--- config.mk ---
export PLATFORM = sky130hd
export DESIGN_NAME = id_ex_reg
export DESIGN_NICKNAME = d
export VERILOG_FILES = /design/src/rtl/core_pkg.sv /design/src/rtl/sat_counter.sv /design/src/rtl/id_ex_reg.sv
export SDC_FILE = /design/constraint.sdc
export NUM_CORES = 1
export LEC_CHECK = 0
export ABC_AREA = 1
export BUFFER_PORTS_ARGS = -buffer_cell sky130_fd_sc_hd__buf_2
export CAP_MARGIN = 20
export CORE_UTILIZATION = 30
export CTS_BUF_LIST = sky130_fd_sc_hd__clkbuf_4
export CTS_CLUSTER_DIAMETER = 60
export DETAILED_ROUTE_END_ITERATION = 6
export GPL_ROUTABILITY_DRIVEN = 1
export GPL_TIMING_DRIVEN = 0
export MAX_ROUTING_LAYER = met4
export SYNTH_ARGS = -nofsm -noshare
export SYNTH_HDL_FRONTEND = slang
export SYNTH_SLANG_ARGS = --single-unit
--- constraint.sdc ---
create_clock -name clk -period 1.5 [get_ports clk]
set_clock_uncertainty 0.1 [all_clocks]
set_input_delay 0 -clock clk [delete_from_list [all_inputs] [get_ports clk]]
set_output_delay 0 -clock clk [all_outputs]
set_load 0.02 [all_outputs]
--- src/rtl/core_pkg.sv ---
// Shared definitions for the 5-stage RISC-V core: ALU-control classes,
// writeback-select encodings and default datapath widths.
package core_pkg;

  localparam int XLEN_DEF = 32;
  localparam int RA_W_DEF = 5;

  typedef enum logic [2:0] {
    EX_ADD  = 3'd0,
    EX_SUB  = 3'd1,
    EX_AND  = 3'd2,
    EX_OR   = 3'd3,
    EX_ADDI = 3'd4,
    EX_SLTI = 3'd5,
    EX_ORI  = 3'd6,
    EX_XORI = 3'd7
  } ex_code_e;

  typedef enum logic [1:0] {
    RES_ALU = 2'd0,
    RES_MEM = 2'd1,
    RES_PC4 = 2'd2
  } result_src_e;

endpackage

--- src/rtl/sat_counter.sv ---
// Saturating up-counter with synchronous clear; reused for performance counters.
module sat_counter #(
  parameter int CNT_W = 16
) (
  input  logic             clk,
  input  logic             rst,
  input  logic             clr,
  input  logic             inc,
  output logic [CNT_W-1:0] count
);

  always_ff @(posedge clk) begin
    if (rst || clr) begin
      count <= '0;
    end else if (inc && (count != {CNT_W{1'b1}})) begin
      count <= count + 1'b1;
    end
  end

endmodule

--- src/rtl/id_ex_reg.sv ---
// ID/EX pipeline register with stall (hold), flush (bubble) and a saturating
// count of inserted bubbles.
module id_ex_reg
  import core_pkg::*;
#(
  parameter int XLEN  = XLEN_DEF,
  parameter int RA_W  = RA_W_DEF,
  parameter int CNT_W = 16
) (
  input  logic             clk,
  input  logic             rst,
  input  logic             stall,
  input  logic             flush,
  input  logic             id_valid,
  input  logic [XLEN-1:0]  id_pc,
  input  logic [XLEN-1:0]  id_rd1,
  input  logic [XLEN-1:0]  id_rd2,
  input  logic [XLEN-1:0]  id_imm,
  input  logic [RA_W-1:0]  id_rs1,
  input  logic [RA_W-1:0]  id_rs2,
  input  logic [RA_W-1:0]  id_rd,
  input  logic [2:0]       id_ex_code,
  input  logic             id_reg_write,
  input  logic             id_mem_write,
  input  logic             id_jump,
  input  logic             id_branch,
  input  logic             id_alu_src,
  input  logic [1:0]       id_result_src,
  output logic             ex_valid,
  output logic [XLEN-1:0]  ex_pc,
  output logic [XLEN-1:0]  ex_rd1,
  output logic [XLEN-1:0]  ex_rd2,
  output logic [XLEN-1:0]  ex_imm,
  output logic [RA_W-1:0]  ex_rs1,
  output logic [RA_W-1:0]  ex_rs2,
  output logic [RA_W-1:0]  ex_rd,
  output logic [2:0]       ex_ex_code,
  output logic             ex_reg_write,
  output logic             ex_mem_write,
  output logic             ex_jump,
  output logic             ex_branch,
  output logic             ex_alu_src,
  output logic [1:0]       ex_result_src,
  output logic [CNT_W-1:0] bubble_cnt
);

  logic bubble_inc;

  // A bubble is either forced by flush or loaded as an invalid slot; stalls never count.
  assign bubble_inc = flush | (~stall & ~id_valid);

  // Data fields are cleared on a bubble too, so forwarding cannot match a stale rs address.
  always_ff @(posedge clk) begin
    if (rst || flush) begin
      ex_valid      <= 1'b0;
      ex_pc         <= '0;
      ex_rd1        <= '0;
      ex_rd2        <= '0;
      ex_imm        <= '0;
      ex_rs1        <= '0;
      ex_rs2        <= '0;
      ex_rd         <= '0;
      ex_ex_code    <= EX_ADD;
      ex_reg_write  <= 1'b0;
      ex_mem_write  <= 1'b0;
      ex_jump       <= 1'b0;
      ex_branch     <= 1'b0;
      ex_alu_src    <= 1'b0;
      ex_result_src <= RES_ALU;
    end else if (!stall) begin
      ex_valid      <= id_valid;
      ex_pc         <= id_pc;
      ex_rd1        <= id_rd1;
      ex_rd2        <= id_rd2;
      ex_imm        <= id_imm;
      ex_rs1        <= id_rs1;
      ex_rs2        <= id_rs2;
      ex_rd         <= id_rd;
      ex_ex_code    <= id_ex_code;
      ex_reg_write  <= id_reg_write;
      ex_mem_write  <= id_mem_write;
      ex_jump       <= id_jump;
      ex_branch     <= id_branch;
      ex_alu_src    <= id_alu_src;
      ex_result_src <= id_result_src;
    end
  end

  sat_counter #(
    .CNT_W(CNT_W)
  ) u_bubble_cnt (
    .clk  (clk),
    .rst  (rst),
    .clr  (1'b0),
    .inc  (bubble_inc),
    .count(bubble_cnt)
  );

endmodule

# [After elaboration in Yosys (flattened, before gate mapping)]
# Index checks and enable logic that the tools add are counted.
[classes] n_addsub=1 eq_ne=1 bitwise=4 reduce_logical=2
[op_table] cell="$add A16 B1 Y16 const B" n=1
[op_table] cell="$ne A16 B16 Y1 const B" n=1
[op_table] cell="$not A1 Y1" n=2
[op_table] cell="$and A1 B1 Y1" n=1
[op_table] cell="$logic_and A1 B1 Y1" n=1
[op_table] cell="$logic_or A1 B1 Y1" n=1
[op_table] cell="$or A1 B1 Y1" n=1
[word_totals] register_bits=170 in_bits=158 output_inout_bits=170 wordCells=24

# [Depth between registers and ports, before layout]
# Gate-level depths: netlist of the first run.
[depth] ltp_word=4 depth_mapped=9 depth_no_buf=9

# [By module]
# A second synthesis of the first run with hierarchy kept.
[unflattened] hier_cells=1126 hier_area_um2=7204.4
[by_module_without_submodules] mod="id_ex_reg" instances=1 cells_each=977 area_per_inst_um2=6253.5
[by_module_without_submodules] mod="sat_counter" instances=1 cells_each=149 area_per_inst_um2=950.9

# [Worst setup path after synthesis of the first run]
# No wires, ideal clock.
[synth_path] path_type="register -> register" from="register u_bubble_cnt.count[1]" to="register u_bubble_cnt.count[10]" setup_ps=115 arrival_time_ps=1382 required_time_ps=1285 setup_slack_ps=-97 stages_incl_launch_ff=7 n_path_buf=0 synth_period_minus_slack_ps=1597 cell_sequence="dfxtp_1 -> ha_1 -> inv_1 -> nor2_1 -> nand4_2 -> a21oi_1 -> nor2_1"
[synth_via] elab_chain_cells=2
[synth_rtl] element="from (decl)" line="sat_counter.sv:9" rtl="output logic [CNT_W-1:0] count"
[synth_rtl] element="from (signal assigned)" line="sat_counter.sv:16" rtl="count <= count + 1'b1;"
[synth_rtl] element="parallel branches: the longest is 2 deep, another holds $add A16 B1 Y16"
# Several ways; the timed one is not identified.
# A chain may end at the register's enable or synchronous reset.

# [Worst setup path in the final report of the first run]
[layout_path] from="register u_bubble_cnt.count[1]" to="register u_bubble_cnt.count[1]"
# Same word-level chain as after synthesis.

==> impl_metrics.json, run 1 <==
{
  "initial_core_util": 0.3065,
  "final_area_sq_um": 11050,
  "clock_path_buffers": 2,
  "overflow": 0,
  "crit_path_end_kind": "flop",
  "cts-buffers-inserted": 17,
  "cts_tree": "done",
  "synth_cell_types": 24,
  "ant_nets": 0,
  "fin_util": 0.5444,
  "p_leak_nw": 5.238,
  "final.setup.worst_slack_ns": 0.06760,
  "outcome": "finished clean",
  "dieArea_sq_um": 21320,
  "post-dp-hpwl_um": 15620,
  "hold_violations": 0,
  "drtPass1Iterations": 4,
  "final_common_cell": "buf_2",
  "setup_viol": 0,
  "placementRows": 52,
  "grt_max_degree": 18,
  "synth-seq-cells": 170,
  "area_growth_pct": 77.62,
  "synth_compound_area_frac": 0.1361,
  "synthSimpleGateAreaFrac": 0.2644,
  "synthXorXnorAreaFrac": 0.002815,
  "core_sq_um": 20300,
  "antenna_found_initial": 1,
  "hold_slack_ns": 0.08144,
  "htreeDepth": 4,
  "wirelength_um": 24730,
  "syn_area_sq_um": 6222,
  "drv_slew": 0,
  "syn_avg_cell_area_sq_um": 7.597,
  "rsz0062_at_grt": "yes",
  "power.total_mw": 8.840,
  "layout_common_cells": "buf_2, nand2_1, dlygate4sd3_1",
  "dp_slack_ns": -0.2847,
  "ys_warn_count": 0,
  "powerDensity_nw_per_um2": 799.8,
  "clock-root-buffer": "clkbuf_4",
  "dp.cells": 1416,
  "clock_latency_ns": 0.54,
  "synth_mux_area_frac": 0,
  "drive_gt1_frac": 0.3125,
  "ios": 328,
  "grt_use_total": 0.2331,
  "yosysSeqAreaShare": 0.5470,
  "timing.slew.headroom": 0.4408,
  "tightest_slew_ns": 0.8388,
  "finalCritPeriodShare": 0.9549,
  "vias": 7686,
  "wl_per_cell_um": 14.56,
  "grt_pass1_wl_um": 38240,
  "cpMaxStageDelayCell": "dfxtp_4",
  "cp.arrival_ns": 1.77,
  "hold_path.class": "primary input to flop",
  "path_cells": "ha_4 > inv_2 > nor2_4 > nand2_2 > inv_2 > nand2_4 > nand2_4 > o21ai_0 > nor2_1",
  "syn_inst": 819,
  "die_y_um": 146.0,
  "dpl_cell_area_sq_um": 8199,
  "remaining_drc_errors": 0,
  "critPathMaxFanout": 6,
  "clock-sinks": 170,
  "clk_pin_slew_worst_paths_ns": 0.16,
  "synth_top_family_by_area": "simple AND/OR/NAND/NOR gates",
  "place.port_buffers": 327,
  "synth-adder-area-share": 0.002011,
  "start_kind": "flop",
  "stdcell_count": 1698,
  "vias_per_cell": 4.527,
  "gp_congestion": 0.8399,
  "fmax_mhz": 698.1,
  "final.min_clock_period_ns": 1.432,
  "cap_viol_max_count": 0,
  "slowest_delay_ns": 0.39,
  "path_class": "flop to flop",
  "crit_required_ns": 1.84,
  "nets": 1573,
  "synth_nets": 978,
  "ir_drop_v": 0.0004866,
  "fin_setup_tns_ns": 0,
  "die_w_um": 146.0,
  "drt_iter0_drc": 245,
  "grt_pass1_vias": 7626
}
[where the power goes]
part           switching (mW)  internal, mW
Combinational           0.779         0.773
Clock                    1.84         0.730
Sequential             0.0777          4.64
Total                    2.70          6.14
[path summary, 6_finish.rpt]
| kind | startpoint | endpoint | slack (ns) | cells after the start |
|---|---|---|---|---|
| setup reg to reg | u_bubble_cnt.count[1] | u_bubble_cnt.count[1] | 0.07 | 9 |
| setup / recovery | u_bubble_cnt.count[1] | u_bubble_cnt.count[1] | 0.07 | 9 |
| hold / removal | stall | ex_imm[29] | 0.08 | 5 |
| hold reg to reg | ex_rd1[12] | ex_rd1[12] | 0.37 | 2 |
[logic make-up after synthesis]
group | after synthesis
adders and majority gates | 1
and+or+nand+nor | 417
AOI/OAI and AO/OA | 167
buffers and inverters | 62
xor gates and xnor gates | 2
DFF | 170
[sequential cells by signal (all words and copies together), names as in the netlist]
signal / cells
ex_pc: 32
ex_rd: 5
ex_imm: 32
ex_mem_write: 1
ex_result_src: 2
ex_ex_code: 3
ex_rs1: 5
ex_branch: 1
u_bubble_cnt.count: 16
ex_rs2: 5
ex_jump: 1
ex_alu_src: 1
ex_valid: 1
ex_reg_write: 1
ex_rd2: 32
ex_rd1: 32
[cells in the mapped netlist]
cell type / instances / area, sq um
nor3_1: 1 / 5.000
buf_2: 24 / 120.1
inv_1: 9 / 33.78
xor2_1: 1 / 8.760
a21oi_1: 163 / 815.8
nor2_1: 40 / 150.1
buf_1: 5 / 18.77
dfxtp_1: 170 / 3403
ha_1: 1 / 12.51
buf_4: 9 / 67.56
o21ai_4: 1 / 16.27
clkbuf_1: 12 / 45.04
xnor2_1: 1 / 8.760
nand4_2: 1 / 12.51
nand4_1: 1 / 6.260
nor2_2: 4 / 25.02
nand2_1: 349 / 1310
nand3_1: 15 / 75.07
nand3_2: 1 / 10.01
inv_2: 3 / 11.26
nand2_2: 1 / 6.260
o21ai_0: 3 / 15.01
nand2_4: 2 / 22.52
nor2_4: 2 / 22.52
[cell type report]
class                           instances  area [sq um]
Clock buffer                           17         127.6
Sequential cell                       170          3452
Tap cell                              270         337.8
Multi-Input combinational cell        587          2599
Timing Repair Buffer                  576          4108
Antenna cell                            1         2.502
Inverter                               12         45.04
Fill cell                            1874          9248
Clock inverter                         15         128.9
Buffer                                 50         251.5
[routing by layer]
metal / GRT usage / routed length [um] / vias to the layer above
met3: 0.05313 / 1514 / 46
met4: 0.09688 / 775 / 0
li1: - / - / 3815
met5: - / 0 / -
met1: 0.2605 / 10350 / 3510
met2: 0.3998 / 12090 / 315
[what timing repair did]
action | CTS | global route
endpoints found under the setup margin | 14 | 16
buffers inserted | 2 | 9
hold buffers | 238 | 0
hold endpoints to repair | 170 | 0
gates resized for setup | 10 | 38
pin swaps | 0 | 7
[worst max-delay path, delay by kind of cell (launching register included)]
family                     cells  cell delay (ns)
DFF                            1             0.39
buffers and inverters          2             0.14
AOI/OAI and AO/OA              1             0.17
and+or+nand+nor                5             0.37
adders and majority gates      1             0.18
(Power assumes the default switching activity.)
==> run 2, diff against run 1 <==
CORE_ASPECT_RATIO = 2   (was unset)
clock period = 1.4 ns   (was 1.5 ns; I/O delays follow)
==> run 2 against run 1 <==
Effect of this change:
- the flow now stops in clock tree synthesis (4_1_cts)
- area after synthesis unchanged
- synthesized cell count unchanged
==> impl_metrics.json, run 2 <==
{
  "synth-seq-cells": 170,
  "post-dp-hpwl_um": 16050,
  "outcome": "did not finish",
  "initial_core_util": 0.3055,
  "synth_async_sr_flop_share": 0,
  "netlist.top_cell.by_area": "dfxtp_1",
  "dpl_cell_area_sq_um": 8218,
  "synth_cell_types": 24,
  "ios": 328,
  "synth_nets": 978,
  "tool.error": "[ERROR RSZ-0060] Max buffer count reached.",
  "clock-sinks": 170,
  "synth-edff-count": 0,
  "placementRows": 74,
  "syn_area_sq_um": 6222,
  "cts_setup_buffers": 2,
  "place.port_buffers": 327,
  "synth_top_cells_by_area": "dfxtp_1, nand2_1, a21oi_1, nor2_1, buf_2",
  "ys_warn_count": 0,
  "die_y_um": 205.7,
  "die_w_um": 103.8,
  "htreeDepth": 4,
  "ys.flop_type": "dfxtp_1",
  "ys_top_cells_by_count": "nand2_1, dfxtp_1, a21oi_1",
  "cts_resized": 26,
  "gp_congestion": 0.7871,
  "syn_avg_cell_area_sq_um": 7.597,
  "clock-root-buffer": "clkbuf_4",
  "lastStage": "clock tree synthesis (4_1_cts)",
  "cts_hold_buf": 290,
  "yosysMostFrequentCell": "nand2_1",
  "clock_path_buffers": 2,
  "syn_inst": 819,
  "yosysSeqAreaShare": 0.5470,
  "synth_top_area_share": 0.5470,
  "cts-buffers-inserted": 17
}
-- run 2: cell counts after synthesis --
No cell type changed its count.
-- run 2: cells by family after synthesis --
group                      after synthesis  synth area share
DFF                                    170            0.5470
adders and majority gates                1          0.002011
xor gates and xnor gates                 2          0.002816
buffers and inverters                   62           0.04766
and+or+nand+nor                        417            0.2644
AOI/OAI and AO/OA                      167            0.1361
-- run 2: stage by stage --
| step | instances | worst slack, ns |
|---|---|---|
| after detailed placement | 1412 | -0.1868 |
| after floorplan | 819 | 0.001891 |
| after global placement | 1412 | -0.1998 |
==> run 3, diff against run 2 <==
CORE_ASPECT_RATIO = unset   (was 2)
CORE_UTILIZATION = 20   (was 30)
CTS_BUF_LIST = unset   (was sky130_fd_sc_hd__clkbuf_4)
CTS_CLUSTER_DIAMETER = unset   (was 60)
MAX_ROUTING_LAYER = unset   (was met4)
PLACE_DENSITY_LB_ADDON = 0.15   (was unset)
==> run 3 against run 2 <==
Effect of this change:
- the flow now finishes, with violations (hold timing)
==> impl_metrics.json, run 3 (synthesis gave the netlist of run 1 again) <==
{
  "htreeDepth": 4,
  "clock_latency_ns": 0.43,
  "clock-root-buffer": "clkbuf_16",
  "internal_power_mw": 8.196,
  "r2r_setup_slack_ns": 0.002,
  "final_common_cell": "buf_2",
  "ios": 328,
  "grt_pass1_vias": 6889,
  "p_sw_frac": 0.2744,
  "crit_required_ns": 1.67,
  "overflow": 0,
  "fmax_mhz": 715.1,
  "path_class": "flop to flop",
  "cts-buffers-inserted": 17,
  "crit_start": "u_bubble_cnt.count[5]",
  "diodes": 0,
  "dieArea_sq_um": 31820,
  "nets": 1501,
  "die_w_um": 178.4,
  "outcome": "complete, but fails checks",
  "finalCritPeriodShare": 0.9988,
  "grt_max_degree": 17,
  "start_kind": "flop",
  "setup_viol": 0,
  "clock_path_buffers": 2,
  "r2r_cells": 8,
  "crit_path_end_kind": "flop",
  "worstReg2RegEnd": "u_bubble_cnt.count[2]",
  "die_y_um": 178.4,
  "placementRows": 64,
  "antenna_found_initial": 0,
  "fin_setup_tns_ns": 0,
  "hold_violations": 1,
  "vias_per_cell": 4.051,
  "violations": "hold timing",
  "clk_pin_slew_worst_paths_ns": 0.07,
  "remaining_drc_errors": 0,
  "area_growth_pct": 74.36,
  "holdCritStartpoint": "stall",
  "cts_hold_buf": 160,
  "rsz0062_at_grt": "yes",
  "tightest_slew_ns": 0.6633,
  "wl_per_cell_um": 14.27,
  "wirelength_um": 24990,
  "timing.slew.headroom": 0.5578,
  "ant_nets": 0,
  "drtPass1Iterations": 4,
  "clock-sinks": 170,
  "gp_congestion": 0.8035,
  "hold_path.class": "primary input to flop",
  "drt_iter0_drc": 289,
  "crit_end": "u_bubble_cnt.count[2]",
  "p_leak_nw": 4.981,
  "p_switching_mw": 3.099,
  "cap_viol_max_count": 0,
  "vias": 7094,
  "hold_slack_ns": -0.05367,
  "cts_tree": "done",
  "core_sq_um": 30590,
  "drv_slew": 0,
  "initial_core_util": 0.2034,
  "cp.arrival_ns": 1.67,
  "powerDensity_nw_per_um2": 1041,
  "grt_pass1_wl_um": 37050,
  "power.share.clock": 0.416,
  "layout_common_cells": "buf_2, nand2_1, a21oi_1, dlygate4sd3_1, dfxtp_1",
  "power_frac_seq": 0.447,
  "fin_util": 0.3547,
  "ir_drop_v": 0.0007755,
  "critPathMaxFanout": 6,
  "drive_gt1_frac": 0.3446,
  "place.port_buffers": 327,
  "worstReg2RegStart": "u_bubble_cnt.count[5]",
  "post-dp-hpwl_um": 17730,
  "final.min_clock_period_ns": 1.398,
  "grt_use_total": 0.1522,
  "combPwrFrac": 0.138
}
-- run 3: layer usage --
layer / share of wire / global-route usage / wire [um]
met5: 0 / 0 / 0
met4: 0.0075 / 0.03990 / 188
met2: 0.48 / 0.2642 / 11970
met1: 0.43 / 0.1760 / 10730
met3: 0.084 / 0.05371 / 2097
-- run 3: per-stage QoR --
step	std cells	hold slack (ns)	area, sq um	total power, mW	worst slack, ns
detailed placement	1542	0.1182	8381	6.345	-0.2882
global placement	1542	0.1123	8381	6.345	-0.2720
finish	1751	-0.05367	10850	11.30	0.001681
CTS	1743	-0.06384	10700	11.53	0.0002541
floorplan	819	-0.03835	6248	5.769	0.001891
global route	1751	-0.05773	10850	11.84	-0.07159
-- run 3: worst min path at each step --
stage / endpoint / cells after the start
after detailed placement: u_bubble_cnt.count[2] / 2
after global placement: u_bubble_cnt.count[2] / 2
final: u_bubble_cnt.count[4] / 4
after CTS: u_bubble_cnt.count[4] / 4
after floorplan: u_bubble_cnt.count[11] / 1
after global routing: u_bubble_cnt.count[4] / 4
-- run 3: power by group through the flow --
stage	clock (mW)	combinational [mW]	sequential, mW
after global routing	5.08	1.70	5.06
after floorplan	0	0.419	5.35
final	4.70	1.56	5.04
after global placement	0	1.17	5.17
after detailed placement	0	1.17	5.18
after CTS	4.92	1.56	5.05
-- run 3: area by class of cell --
| cell class | instances | area [sq um] |
|---|---|---|
| multi-input cells | 588 | 2679 |
| fillers | 3283 | 19740 |
| clock inverters | 15 | 141.4 |
| well taps | 396 | 495.5 |
| inverters | 12 | 47.55 |
| clock buffers | 17 | 425.4 |
| flip-flops and latches | 170 | 3451 |
| repair buffers | 503 | 3358 |
| plain buffers | 50 | 251.5 |
-- run 3: critical path: stages, from the launching register on --
cell	delay, ns
dfxtp_4	0.38
nand2_2	0.07
nor2_4	0.21
nand2_2	0.11
inv_2	0.08
nand2_4	0.08
nand2_4	0.10
nand2_1	0.07
a21oi_2	0.13
-- run 3: timing repair --
item                                    4_1_cts  5_1_grt
endpoints found under the setup margin       16       17
hold endpoints to repair                    161        1
pin swaps                                     4       15
setup buffers                                 8        8
resized for setup                            25       31
gates cloned                                  1        0
